### src/rtl/rf_wb_ctrl.sv
// -----------------------------------------------------------------------------
// rf_wb_ctrl
//   Write-side initiator for the 8x16b register file. Right after reset it walks
//   every RF address writing zero (INIT). It then enters RUN, where it buffers
//   datapath writeback results in a small FIFO and drains one entry per cycle
//   onto the RF write port.
//
// Configuration macro:
//   RF_WB_FWD_EN  when defined, operand reads are forwarded from the newest
//                 pending FIFO entry that targets the same register, so the
//                 datapath never sees stale RF data. When undefined, operands
//                 come straight from the RF and the caller must wait for
//                 wb_empty before reading a register with a pending write.
//
// Parameters:
//   DEPTH  FIFO entries (power of 2, >= 2)
//   AW     register address width (2**AW registers)
//   DW     data width
//
// Ports:
//   clk, rst_n        clock, asynchronous active-low reset
//   wb_valid/ready    writeback request handshake
//   wb_addr, wb_data  writeback destination and data
//   rd_addr0/1        operand register numbers (also drive RF read addresses)
//   rf_data0/1        RF read data
//   op_data0/1        operands to the datapath
//   RegWrite          RF write enable
//   write_register    RF write address
//   write_data        RF write data
//   init_done         high once the RF clear sequence has finished
//   wb_empty          FIFO empty, every accepted write has been committed
//
// Handshake: a writeback is transferred at a rising clk edge where
//   wb_valid && wb_ready. wb_ready depends only on internal state, never on
//   wb_valid. While wb_valid is high and wb_ready low, the caller holds
//   wb_addr/wb_data stable until the transfer happens.
// -----------------------------------------------------------------------------
module rf_wb_ctrl #(
    parameter int DEPTH = 4,
    parameter int AW    = 3,
    parameter int DW    = 16
) (
    input  logic          clk,
    input  logic          rst_n,
    input  logic          wb_valid,
    output logic          wb_ready,
    input  logic [AW-1:0] wb_addr,
    input  logic [DW-1:0] wb_data,
    input  logic [AW-1:0] rd_addr0,
    input  logic [AW-1:0] rd_addr1,
    input  logic [DW-1:0] rf_data0,
    input  logic [DW-1:0] rf_data1,
    output logic [DW-1:0] op_data0,
    output logic [DW-1:0] op_data1,
    output logic          RegWrite,
    output logic [AW-1:0] write_register,
    output logic [DW-1:0] write_data,
    output logic          init_done,
    output logic          wb_empty
);

    localparam int PW   = $clog2(DEPTH);
    localparam int CW   = PW + 1;
    localparam int NREG = 2 ** AW;

    typedef enum logic {
        S_INIT = 1'b0,
        S_RUN  = 1'b1
    } state_t;

    state_t        state;
    state_t        state_nxt;
    logic [AW-1:0] idx;
    logic [AW-1:0] idx_nxt;

    logic [AW-1:0] addr_mem [DEPTH];
    logic [DW-1:0] data_mem [DEPTH];
    logic [PW-1:0] rd_ptr;
    logic [PW-1:0] wr_ptr;
    logic [CW-1:0] count;

    logic push;
    logic pop;

    // Full blocks acceptance even when a pop happens in the same cycle.
    assign wb_ready = (state == S_RUN) && (count < CW'(DEPTH));
    assign wb_empty = (count == '0);
    assign push     = wb_valid && wb_ready;
    // The head is on the write port whenever RUN and non-empty, so it
    // commits (and leaves the FIFO) at that edge.
    assign pop      = (state == S_RUN) && !wb_empty;

    // ---------------------------------------------------------------- FSM
    always_ff @(posedge clk or negedge rst_n) begin
        if (!rst_n) begin
            state <= S_INIT;
            idx   <= '0;
        end else begin
            state <= state_nxt;
            idx   <= idx_nxt;
        end
    end

    always_comb begin
        state_nxt      = state;
        idx_nxt        = idx;
        RegWrite       = 1'b0;
        write_register = addr_mem[rd_ptr];
        write_data     = data_mem[rd_ptr];
        init_done      = 1'b0;
        case (state)
            S_INIT: begin
                RegWrite       = 1'b1;
                write_register = idx;
                write_data     = '0;
                idx_nxt        = idx + 1'b1;
                if (idx == AW'(NREG - 1)) begin
                    state_nxt = S_RUN;
                end
            end
            S_RUN: begin
                init_done = 1'b1;
                RegWrite  = !wb_empty;
            end
            default: begin
                state_nxt = S_INIT;
                idx_nxt   = '0;
            end
        endcase
    end

    // ---------------------------------------------------------------- FIFO
    // Storage needs no reset: only entries inside [rd_ptr, rd_ptr+count) are
    // ever observed.
    always_ff @(posedge clk) begin
        if (push) begin
            addr_mem[wr_ptr] <= wb_addr;
            data_mem[wr_ptr] <= wb_data;
        end
    end

    always_ff @(posedge clk or negedge rst_n) begin
        if (!rst_n) begin
            rd_ptr <= '0;
            wr_ptr <= '0;
            count  <= '0;
        end else begin
            // DEPTH is a power of two, so natural pointer overflow is the wrap.
            if (push) begin
                wr_ptr <= wr_ptr + 1'b1;
            end
            if (pop) begin
                rd_ptr <= rd_ptr + 1'b1;
            end
            case ({push, pop})
                2'b10:   count <= count + 1'b1;
                2'b01:   count <= count - 1'b1;
                default: count <= count;
            endcase
        end
    end

    // ---------------------------------------------------------------- operands
`ifdef RF_WB_FWD_EN
    // Scan from oldest to newest valid entry; a later match overrides an
    // earlier one, so the most recently accepted write to the register wins.
    // The head is included because it is only committed at the next edge.
    always_comb begin
        op_data0 = rf_data0;
        op_data1 = rf_data1;
        for (int i = 0; i < DEPTH; i++) begin
            if (CW'(i) < count) begin
                if (addr_mem[rd_ptr + PW'(i)] == rd_addr0) begin
                    op_data0 = data_mem[rd_ptr + PW'(i)];
                end
                if (addr_mem[rd_ptr + PW'(i)] == rd_addr1) begin
                    op_data1 = data_mem[rd_ptr + PW'(i)];
                end
            end
        end
    end
`else
    // Operand addresses only steer the RF itself in this build.
    logic unused_rd_addr;
    assign unused_rd_addr = ^{rd_addr0, rd_addr1};
    assign op_data0       = rf_data0;
    assign op_data1       = rf_data1;
`endif

endmodule

### config.mk
export PLATFORM = sky130hd
export DESIGN_NAME = rf_wb_ctrl
export DESIGN_NICKNAME = d
export VERILOG_FILES = /design/src/rtl/rf_wb_ctrl.sv
export SDC_FILE = /design/constraint.sdc
export NUM_CORES = 1
export LEC_CHECK = 0
export ABC_AREA = 1
export CAP_MARGIN = 20
export CORE_MARGIN = 4
export CORE_UTILIZATION = 25
export DETAILED_ROUTE_END_ITERATION = 16
export GPL_ROUTABILITY_DRIVEN = 0
export GPL_TIMING_DRIVEN = 1
export PLACE_DENSITY = 0.45
export SYNTH_ARGS = -nofsm -noshare
export SYNTH_HDL_FRONTEND = slang
export SYNTH_SLANG_ARGS = --single-unit
### constraint.sdc
create_clock -name clk -period 2 [get_ports clk]
set_input_delay 0.2 -clock clk [delete_from_list [all_inputs] [get_ports clk]]
set_output_delay 0.2 -clock clk [all_outputs]
set_load 0.01 [all_outputs]
Word level (Yosys, flattened, before mapping)
Memories as Yosys holds them, arrays and structs flattened.
Index checks and enable logic that the tools add are counted.
{"block": "op_classes", "n_reduce_logical": 6, "n_mux": 9, "bitwise_logic": 1, "n_addsub": 5, "n_lt_le_gt_ge": 1, "eq_ne": 3}
{"operator": "16-bit 2-to-1 mux", "n": 1}
{"operator": "3-bit by 1-bit adder with 3-bit output (second input constant)", "n": 2}
{"operator": "3-bit one-hot mux with 2 select lines", "n": 1}
{"operator": "1-bit 2-to-1 mux", "n": 5}
{"operator": "2-bit by 1-bit adder with 2-bit output (second input constant)", "n": 2}
{"operator": "3-bit equality test (second input constant)", "n": 1}
{"operator": "1-bit logical AND", "n": 3}
{"operator": "3-bit zero test", "n": 1}
{"operator": "3-bit < comparator (second input constant)", "n": 1}
{"operator": "3-bit 2-to-1 mux", "n": 1}
{"operator": "3-bit by 1-bit subtractor with 3-bit output (second input constant)", "n": 1}
{"operator": "2-bit by 1-bit equality test with 1-bit output (second input constant)", "n": 1}
{"operator": "2-bit equality test (second input constant)", "n": 1}
{"operator": "1-bit one-hot mux with 2 select lines", "n": 1}
{"operator": "2-bit nonzero test", "n": 1}
{"operator": "1-bit zero test", "n": 1}
{"operator": "1-bit inverter", "n": 1}
{"block": "word_totals", "reg_bits": 11, "input_bits": 60, "out_inout_bits": 55, "mem_count": 2, "ramBits": 76}
{"memory": "data_mem", "words": 4, "word_bits": 16, "read_ports": 1, "rd_ports_with_merged_regs": 0, "wr": 1, "line_no": "77", "source": "logic [DW-1:0] data_mem [DEPTH];"}
{"memory": "addr_mem", "words": 4, "word_bits": 3, "read_ports": 1, "rd_ports_with_merged_regs": 0, "wr": 1, "line_no": "76", "source": "logic [AW-1:0] addr_mem [DEPTH];"}

Longest topological paths before layout
Gate-level depths: netlist of run 1.
{"block": "logic_depth", "ltp_word": 5, "ltp_mapped": 11, "depth_no_buf": 11}

Least setup slack after synthesis of run 1
No wires, ideal clock.
{"block": "synth_path", "path_kind": "register -> register", "startpoint": "register state", "endpoint": "memory addr_mem[0][0], enable pin", "stages_incl_launch_ff": 6, "synth_period_minus_slack_ps": 2216, "path_slack_ps": -216, "arrival_ps": 1821, "path_cell_list": "dfrtp_1 > buf_4 > inv_2 > nor2_1 > nand2_2 > nor2_1"}
{"block": "synth_via", "elab_chain_len": 4}
{"item": "from (decl)", "line_no": "71", "source": "state_t state;"}
{"item": "from (signal assigned)", "line_no": "99", "source": "state <= state_nxt;"}
{"item": "1-bit logical AND", "line_no": "86", "source": "assign wb_ready = (state == S_RUN) && (count < CW'(DEPTH));"}
{"item": "via wb_ready", "line_no": "46", "source": "output logic wb_ready,"}
{"item": "1-bit logical AND", "line_no": "88", "source": "assign push = wb_valid && wb_ready;"}
{"item": "1-bit 2-to-1 mux", "line_no": "136", "source": "if (push) begin"}
{"item": "1-bit 2-to-1 mux (not written as such)", "line_no": "137", "source": "addr_mem[wr_ptr] <= wb_addr;"}
{"item": "to (decl)", "line_no": "76"}
The timed path passes the listed nets, and every way through them passes these cells.

Worst setup path after layout of run 1
{"block": "layout_path", "startpoint": "register rd_ptr[0]", "endpoint": "output port write_data[6]"}
{"block": "layout_via", "elab_chain_len": 2}
{"item": "from (decl)", "line_no": "78", "source": "logic [PW-1:0] rd_ptr;"}
{"item": "from (signal assigned)", "line_no": "153", "source": "rd_ptr <= rd_ptr + 1'b1;"}
{"item": "memory 4 x 16 bit"}
{"item": "16-bit 2-to-1 mux", "line_no": "111", "source": "case (state)"}
{"item": "to (decl)", "line_no": "57", "source": "output logic [DW-1:0] write_data,"}
Every way passes these cells.

==> summary.md, run 1 <==
| Metric | Value |
|---|---|
| VDD IR-drop max | `roughly 450 µV` |
| Std-Cell Rows | `46` |
| Total power | `approximately 6.7 mW` |
| Worst-Margin Slew | `0.573 ns` |
| Status | `completed` |
| Crit end category | `primary output` |
| Startpoint types | `flop` |
| Count of buffers from port buffering | `44` |
| Comb power frac | `40.3%` |
| Commonest non-fill, non-tap cell in the layout | `nand2_1` |
| Final Max Slew Viols | `0` |
| Met1 WL | `3850 µm` |
| Largest net degree at the start of global routing | `26` |
| Fin crit share | `94.0%` |
| Die X | `around 130 µm` |
| Area of the multi-input gates | `923 µm²` |
| Fmax | `~530 MHz` |
| Vias per cell | `3.93` |
| Post-route ant nets | `0` |
| Final Critical Period | `1.88 ns` |
| Leak | `2.13 nW` |
| DRT Pass-1 Iters | `4` |
| Sw Pwr | `2.33 mW` |
| CTS tree | `done` |
| Vias in the first global route | `2,537` |
| Worst reg-to-reg setup slack | `0.20 ns` |
| Post-Place Worst Slack | `between 0.1 and 0.15 ns` |
| Core area | `15,800 µm²` |
| Area Overhead vs Synth | `22.3%` |
| Worst min path class | `primary input to async pin` |
| Seq pwr share | `35.5%` |
| Mapped Cells | `391` |
| Final WL | `just under 9000 µm` |
| Power per cell area | `1370 nW/µm²` |
| R2r endpoint | `count[2]$_DFFE_PN0P_` |
| Share of layout cells above drive strength 1 | `13.1%` |
| Nets | `491` |
| Syn nets | `459` |
| Fill cell count | `1,651` |
| Netlist Area Pre-Place | `about 4000 µm²` |
| Highest routed layer | `met4` |
| Final Hold Fails | `0` |
| Drt wl/cell | `roughly 13 µm` |
| Worst EP arrival | `1.68 ns` |
| Kind of critical path | `flop to primary output` |
| Clk_skew | `0.00948 ns` |
| Slew headroom | `61.7%` |
| RR Startpoint | `count[0]$_DFFE_PN0P_` |
| Worst-Skew Late Latency | `between 0.3 and 0.4 ns` |
| Final core utilization | `31.1%` |
| Setup repair after global routing missed its margin | `no` |
| H-tree depth | `3` |
| Total congestion overflow | `0` |
| Sequential area share after synthesis | `63.8%` |
| Critical Path RT | `1.80 ns` |
| Met2 WL | `approximately 3900 µm` |
| GRT Overall Usage | `10.1%` |
| Initial Utilization | `25.4%` |
| Placed wire-length estimate | `5560 µm` |
| Root buffer cell | `clkbuf_16` |
| Met3 WL | `slightly above 500 µm` |
| Final setup margin | `around 0.12 ns` |
| Clock power share | `24.2%` |
| Synth cell types | `20` |
| Worst r2r path cells | `10` |
| Final Setup Violations | `0` |
| Switch share | `34.6%` |
| Remaining DRCs | `0` |
| Pint | `4.41 mW` |
| Most frequent cells in the layout | `nand2_1, edfxtp_1, inv_1` |
| Die area | `18,100 µm²` |
| CTS sink cnt | `87` |
| Number of diodes | `0` |
| CTS clk-pin slew, worst paths | `roughly 0.06 ns` |
| MaxCap Viol Count | `0` |
| Worst-path fanout max | `12` |
| I/O pins | `115` |
| Initial antenna violation count | `0` |
| Clk buf depth | `2` |
| Initial DRC count | `63` |
| Post-Syn Area per Cell | `around 10 µm²` |
| Synth warn | `0` |
| First-pass GRT wire length | `between 10,000 and 15,000 µm` |
| Die H | `135 µm` |
| Via Count | `2,534` |
| Seq cells post-synth | `87` |
| Register area | `2560 µm²` |
| TritonCTS Buffers | `9` |
[sequential cells by signal (all words and copies together) (netlist names)]
name / cells
idx: 3
count: 3
wr_ptr: 2
addr_mem: 12
rd_ptr: 2
state: 1
data_mem: 64
[synth_stat cells]
cell type  count  area share, %
buf_4         33            6.2
buf_2         10            1.2
clkbuf_1       2           0.19
dfrtp_1       11            6.9
inv_2          2           0.19
a21oi_1       17            2.1
clkinv_1       1          0.094
xor2_1         3           0.66
edfxtp_1      76             57
nor2_1         6           0.56
fa_1           1           0.50
or2_2          1           0.16
nand3_1       24            3.0
o21ai_0        2           0.25
buf_6          1           0.28
inv_1         58            5.4
nand2_2        1           0.16
ha_1           7            2.2
nand2_1      132             12
xnor2_1        3           0.66
[power by group through the flow]
stage	clock [mW]	combinational (mW)	sequential, mW
4_1_cts	1.68	2.83	2.40
6_report	1.63	2.71	2.39
5_1_grt	1.77	3.08	2.42
3_5_place_dp	0	2.86	2.42
2_1_floorplan	0	1.59	2.41
3_3_place_gp	0	2.83	2.42
[repair_timing]
| action | 4_1_cts | 5_1_grt |
|---|---|---|
| setup buffers | 1 | 0 |
| gates cloned | 1 | 0 |
| gates resized for setup | 29 | 13 |
| hold buffers | 0 | 0 |
| endpoints found under the setup margin | 19 | 7 |
[worst max-delay path, stage by stage, from the launching register on]
cell       delay [ns]
dfrtp_2          0.43
clkinv_4         0.11
bufbuf_16        0.29
nand2_1          0.06
nand3_1          0.06
a21oi_1          0.21
clkbuf_2         0.17
[stage by stage]
stage,instances,setup TNS [ns],hold WS (ns),area (µm²)
after CTS,644,-0.00765,0.236,4920
after global placement,626,0,0.400,4600
after floorplan,391,-16.42,-0.0956,4010
after global routing,644,0,0.247,4900
final,644,0,0.228,4900
after detailed placement,626,0,0.400,4600
[worst max path at each step]
| stage | from | to | slack, ns | cells past startpoint |
|---|---|---|---|---|
| floorplan | state$_DFF_PN0_ | addr_mem[0][0]$_DFFE_PP_ | -0.22 | 5 |
| global placement | rd_ptr[0]$_DFFE_PN0P_ | write_data[5] | 0.1 | 6 |
| detailed placement | rd_ptr[0]$_DFFE_PN0P_ | write_data[14] | 0.11 | 7 |
| CTS | rd_ptr[0]$_DFFE_PN0P_ | write_data[4] | -0.008 | 7 |
| global route | rd_ptr[0]$_DFFE_PN0P_ | write_data[6] | 0.02 | 6 |
| finish | rd_ptr[0]$_DFFE_PN0P_ | write_data[6] | 0.12 | 6 |
[routing by layer]
metal	GRT usage (%)	vias to the layer above
met5	0	-
li1	-	1264
met1	12.1	1170
met4	5.94	0
met3	3.35	41
met2	15.8	59
[kinds of logic after synthesis]
kind of cell	count (synthesis)	synth area share, %
buffers and inverters	107	13.6
xor gates and xnor gates	6	1.31
DFF	87	63.8
adders and majority gates	8	2.68
and+or+nand+nor	164	16.2
AOI/OAI and AO/OA	19	2.37
[layout make-up]
type                       count  area share [%]
sequential                    87            52.2
clock buffer                  10            4.67
tap                          216            5.51
timing repair buffer          67            12.7
inverter                      61            4.77
clock inverter                 6            1.25
multi-input combinational    197            18.8
Power figures use the tool's default switching activity.
==> inputs of run 2 (changes only) <==
CORE_MARGIN = default   (was 4)
SKIP_LAST_GASP = 1   (was default)
==> summary.md, run 2 (synthesis results as in run 1) <==
| Metric | Value |
|---|---|
| Met2 WL | `3940 µm (+0.95%)` |
| Worst-Skew Late Latency | `0.34 ns (about the same)` |
| Power per cell area | `1360 nW/µm² (-0.83%)` |
| GRT Overall Usage | `11.3% (+1.2 points)` |
| R2r endpoint | `count[2]$_DFFE_PN0P_` |
| Largest Register | `data_mem` |
| Largest net degree at the start of global routing | `30 (+15%)` |
| Final core utilization | `31.9% (+0.81 points)` |
| Top Registers | `data_mem x64, addr_mem x12` |
| Nets | `489 (-0.41%)` |
| MaxCap Viol Count | `0 (unchanged)` |
| Post-route ant nets | `0 (unchanged)` |
| Seq pwr share | `35.6% (about the same)` |
| TritonCTS Buffers | `9 (unchanged)` |
| Most frequent cells in the layout | `nand2_1, edfxtp_1, inv_1` |
| Met3 WL | `456 µm (-12%)` |
| Startpoint types | `flop` |
| CTS sink cnt | `87 (unchanged)` |
| DRT Pass-1 Iters | `4 (unchanged)` |
| I/O pins | `115 (unchanged)` |
| Met1 WL | `3610 µm (-6.4%)` |
| Critical Path RT | `1.80 ns (about the same)` |
| Die X | `129 µm (-4.5%)` |
| Drt wl/cell | `13.2 µm (-2.1%)` |
| Share of layout cells above drive strength 1 | `10.1% (-3.0 points)` |
| Area Overhead vs Synth | `22.7%` |
| Placed wire-length estimate | `5480 µm (-1.3%)` |
| Final Setup Violations | `0 (unchanged)` |
| Die area | `16,500 µm² (-8.7%)` |
| Remaining DRCs | `0 (unchanged)` |
| Crit end category | `primary output` |
| Worst r2r path cells | `10 (unchanged)` |
| Initial antenna violation count | `0 (unchanged)` |
| Commonest non-fill, non-tap cell in the layout | `nand2_1` |
| Sw Pwr | `2.30 mW (-1.1%)` |
| Hold_buf cts | `0 (unchanged)` |
| RR Startpoint | `count[0]$_DFFE_PN0P_` |
| Final Max Slew Viols | `0 (unchanged)` |
| Worst reg-to-reg setup slack | `0.19 ns (about the same)` |
| Pint | `4.41 mW (about the same)` |
| Fin crit share | `94.8% (+0.84 points)` |
| Root buffer cell | `clkbuf_16` |
| Die H | `129 µm (-4.5%)` |
| Initial Utilization | `26.0% (+0.56 points)` |
| CTS tree | `done` |
| Comb power frac | `39.4% (-0.9 points)` |
| Highest routed layer | `met4` |
| Clk buf depth | `2 (unchanged)` |
| Kind of critical path | `flop to primary output` |
| VDD IR-drop max | `726 µV (+61%)` |
| Worst-path fanout max | `22 (+10)` |
| Number of diodes | `0 (unchanged)` |
| Vias in the first global route | `2,503 (-1.3%)` |
| Vias per cell | `3.88 (-1.3%)` |
| Clock power share | `25.0% (+0.8 points)` |
| First-pass GRT wire length | `13,600 µm (-0.80%)` |
| Final WL | `8380 µm (-3.2%)` |
| Leak | `2.13 nW (-0.25%)` |
| Worst EP arrival | `1.70 ns (+0.02 ns)` |
| Clk_skew | `0.00619 ns (-0.00329 ns)` |
| Worst setup path start | `rd_ptr[0]$_DFFE_PN0P_` |
| Hold_ws | `0.231 ns (+0.00233 ns)` |
| Switch share | `34.3% (-0.24 points)` |
| Fmax | `527 MHz (-0.88%)` |
| Count of buffers from port buffering | `44 (unchanged)` |
| Total congestion overflow | `0 (unchanged)` |
| H-tree depth | `3 (unchanged)` |
| Slew headroom | `60.8% (-0.84 points)` |
| Core area | `15,400 µm² (-2.2%)` |
| Std-Cell Rows | `45 (-2.2%)` |
| CTS clk-pin slew, worst paths | `0.06 ns (about the same)` |
| Initial DRC count | `64 (+1.6%)` |
| Setup repair after global routing missed its margin | `no` |
| Final Critical Period | `1.90 ns (+0.0167 ns)` |
| Worst min path class | `primary input to async pin` |
| Worst-Margin Slew | `0.586 ns (+0.0126 ns)` |
| Via Count | `2,473 (-2.4%)` |
| Final Hold Fails | `0 (unchanged)` |
| Status | `completed` |
| Max reg flops | `64 (unchanged)` |
## run 2: cell count changes in the layout (fill, tap and decap cells not counted), sizes merged
cell           change
clkbuf             -5
buf                -2
bufbuf             -1
inv                +3
dlygate4sd2        +6
clkinv             -4
clkdlybuf4s15      +1
## run 2: how the worst max path moves through the flow
| stage | to |
|---|---|
| after floorplan | addr_mem[0][0]$_DFFE_PP_ |
| after global placement | write_data[6] |
| after detailed placement | write_data[0] |
| after CTS | write_data[0] |
| after global routing | write_data[0] |
| final | write_data[6] |
## run 2: metrics by stage
stage / worst slack, ns / instances / total power, mW / instance area (µm²) / TNS, ns
2_1_floorplan: -0.216 / 391 / 4.00 / 4010 / -16.42
3_3_place_gp: 0.129 / 620 / 5.27 / 4620 / 0
3_5_place_dp: 0.120 / 620 / 5.29 / 4620 / 0
4_1_cts: 0.0358 / 637 / 6.83 / 4910 / 0
5_1_grt: 0.00543 / 637 / 7.25 / 4920 / 0
6_report: 0.104 / 637 / 6.71 / 4920 / 0
## run 2: final cells by class
class	count	area, µm²
clock buffer	11	233
clock inverter	5	66.3
inverter	61	229
sequential	87	2560
multi-input combinational	197	916
timing repair buffer	65	654
fill	1625	10500
tap	211	264
## run 2: layer usage
metal  track usage, %  vias to the layer above
li1                 -                     1262
met5                0                        -
met3             3.45                       34
met2             18.6                       49
met4             6.99                        0
met1             13.0                     1128
## run 2: critical path, cell delays in order (launching register included)
cell and delay [ns]:
dfrtp_1 0.41, buf_4 0.16, buf_12 0.15, nand2_1 0.07, nand3_1 0.07, a21oi_1 0.20
dlygate4sd2_1 0.30
## run 2: repair_timing
| action | 4_1_cts | 5_1_grt |
|---|---|---|
| pin swaps | 0 | 0 |
| endpoints found under the setup margin | 19 | 9 |
| cloned | 0 | 0 |
| setup buffers | 1 | 0 |
| resized for setup | 21 | 3 |
## run 2: power groups by stage
stage / Combinational [mW] / Sequential [mW] / Clock, mW
3_3_place_gp: 2.85 / 2.42 / 0
6_report: 2.65 / 2.38 / 1.68
2_1_floorplan: 1.59 / 2.41 / 0
3_5_place_dp: 2.87 / 2.43 / 0
4_1_cts: 2.71 / 2.39 / 1.73
5_1_grt: 3.02 / 2.41 / 1.81
==> inputs of run 3 (changes only) <==
CORE_MARGIN = 2   (was default)
==> summary.md, run 3 (synthesis results as in run 1) <==
| Metric | Value |
|---|---|
| CTS clk-pin slew, worst paths | `0.06 ns (about the same)` |
| Clock power share | `22.7% (-2.3 points)` |
| Worst EP arrival | `1.69 ns (about the same)` |
| Sw Pwr | `2.26 mW (-2.0%)` |
| Drt wl/cell | `13.1 µm (-0.14%)` |
| Final setup margin | `0.112 ns (+0.00764 ns)` |
| Hold_buf cts | `0 (unchanged)` |
| Worst-Skew Late Latency | `0.33 ns (about the same)` |
| Worst reg-to-reg setup slack | `0.22 ns (+0.03 ns)` |
| CTS tree | `done` |
| Post-route ant nets | `0 (unchanged)` |
| Worst setup path start | `rd_ptr[0]$_DFFE_PN0P_` |
| Final WL | `8450 µm (+0.80%)` |
| Share of layout cells above drive strength 1 | `10.8% (+0.68 points)` |
| Top Registers | `data_mem x64, addr_mem x12` |
| Pint | `4.23 mW (-4.0%)` |
| Startpoint types | `flop` |
| Clk buf depth | `2 (unchanged)` |
| Commonest non-fill, non-tap cell in the layout | `nand2_1` |
| Root buffer cell | `clkbuf_16` |
| I/O pins | `115 (unchanged)` |
| Power per cell area | `1330 nW/µm² (-2.3%)` |
| Area Overhead vs Synth | `21.5%` |
| VDD IR-drop max | `514 µV (-29%)` |
| Slew headroom | `62.6% (+1.8 points)` |
| Die H | `131 µm (+1.6%)` |
| Status | `completed` |
| TritonCTS Buffers | `9 (unchanged)` |
| Fmax | `530 MHz (+0.40%)` |
| Final Max Slew Viols | `0 (unchanged)` |
| Largest net degree at the start of global routing | `25 (-17%)` |
| Post-Place Worst Slack | `0.173 ns (+0.0530 ns)` |
| Final Setup Violations | `0 (unchanged)` |
| Worst-Margin Slew | `0.559 ns (-0.0270 ns)` |
| CTS sink cnt | `87 (unchanged)` |
| GRT Overall Usage | `10.8% (-0.59 points)` |
| Std-Cell Rows | `46 (+2.2%)` |
| DP Area | `4610 µm² (-0.24%)` |
| Placed wire-length estimate | `5530 µm (+0.90%)` |
| MaxCap Viol Count | `0 (unchanged)` |
| H-tree depth | `3 (unchanged)` |
| R2r endpoint | `count[2]$_DFFE_PN0P_` |
| Vias in the first global route | `2,505 (+0.080%)` |
| Number of diodes | `0 (unchanged)` |
| Largest Register | `data_mem` |
| Final Critical Period | `1.89 ns (-0.00764 ns)` |
| Vias per cell | `3.88 (about the same)` |
| Die area | `17,100 µm² (+3.1%)` |
| Total congestion overflow | `0 (unchanged)` |
| Switch share | `34.8% (+0.47 points)` |
| Remaining DRCs | `0 (unchanged)` |
| Fin crit share | `94.4% (-0.38 points)` |
| Count of buffers from port buffering | `44 (unchanged)` |
| Worst-path cell chain | `buf_4 > buf_6 > nand2_1 > nand3_1 > a21oi_2 > dlygate4sd2_1` |
| Delay-heaviest family, CP | `buffers and inverters` |
| Worst-path fanout max | `14 (-36%)` |
| DRT Pass-1 Iters | `4 (unchanged)` |
| Critical Path RT | `1.80 ns (about the same)` |
| Leak | `2.12 nW (-0.46%)` |
| Initial DRC count | `103 (+61%)` |
| Setup repair after global routing missed its margin | `no` |
| Initial Utilization | `25.4% (-0.56 points)` |
| Nets | `490 (+0.20%)` |
| Initial antenna violation count | `0 (unchanged)` |
| RR Startpoint | `count[0]$_DFFE_PN0P_` |
| Via Count | `2,494 (+0.85%)` |
| Worst min path class | `primary input to async pin` |
| Final Hold Fails | `0 (unchanged)` |
| Seq pwr share | `36.8% (+1.2 points)` |
| Crit path largest cell delay | `0.41 ns (about the same)` |
| Max reg flops | `64 (unchanged)` |
| CP Buf/Inv Count | `3 (unchanged)` |
| First-pass GRT wire length | `13,200 µm (-2.9%)` |
| Worst r2r path cells | `10 (unchanged)` |
| Die X | `131 µm (+1.6%)` |
| Clk_skew | `0.00458 ns (-0.00161 ns)` |
| Critical path's slowest cell | `dfrtp_1` |
| Core area | `15,800 µm² (+2.2%)` |
| Fill cell count | `1,639 (+0.86%)` |
| Kind of critical path | `flop to primary output` |
| Comb power frac | `40.5% (+1.1 points)` |
| Crit end category | `primary output` |
| Most frequent cells in the layout | `nand2_1, edfxtp_1, inv_1` |
| Fin area | `4870 µm² (-1.0%)` |
run 3: repair_timing:
| action | CTS | global route |
|---|---|---|
| resized for setup | 19 | 10 |
| endpoints found under the setup margin | 19 | 10 |
| setup buffers | 1 | 0 |
run 3: final cells by class:
type / instances / area (µm²) / area share [%]
clock buffers: 14 / 244 / 5.01
clock inverters: 2 / 12.5 / 0.257
inverters: 61 / 229 / 4.70
multi-input cells: 197 / 926 / 19.0
flip-flops and latches: 87 / 2560 / 52.5
well taps: 216 / 270 / 5.55
repair buffers: 66 / 631 / 12.9
run 3: power groups by stage:
stage | clock [mW] | sequential, mW | combinational (mW)
2_1_floorplan | 0 | 2.41 | 1.59
3_3_place_gp | 0 | 2.41 | 2.80
3_5_place_dp | 0 | 2.42 | 2.83
4_1_cts | 1.53 | 2.38 | 2.69
5_1_grt | 1.60 | 2.41 | 2.99
6_report | 1.47 | 2.38 | 2.63
run 3: how the worst max path moves through the flow:
stage	endpoint	slack [ns]	cells past startpoint
5_1_grt	write_data[7]	0.009	6
2_1_floorplan	addr_mem[0][0]$_DFFE_PP_	-0.22	5
4_1_cts	write_data[5]	-0.14	7
3_3_place_gp	write_data[3]	0.16	7
3_5_place_dp	count[2]$_DFFE_PN0P_	0.17	10
6_report	write_data[7]	0.11	6
run 3: layer usage:
layer / track usage [%] / routed length (µm)
met1: 12.9 / 3760
met2: 16.8 / 3860
met3: 3.18 / 417
met4: 7.26 / 417
met5: 0 / 0
run 3: worst reg2reg max path: cells and delay by family (launching register included):
kind / cells / cell delay (ns)
xor gates and xnor gates: 1 / 0.15
buffers and inverters: 3 / 0.23
and+or+nand+nor: 4 / 0.40
adders and majority gates: 2 / 0.54
DFF: 1 / 0.36
run 3: metrics by stage:
step / total power [mW] / std cells / setup TNS (ns) / utilization, % / hold WS (ns)
after floorplan: 4.00 / 391 / -16.42 / - / -0.0956
after global placement: 5.22 / 626 / 0 / 29.2 / 0.400
after detailed placement: 5.26 / 626 / 0 / 29.2 / 0.400
after CTS: 6.61 / 643 / -0.277 / 30.8 / 0.241
after global routing: 6.99 / 643 / 0 / 30.9 / 0.263
final: 6.48 / 643 / 0 / 30.9 / 0.224
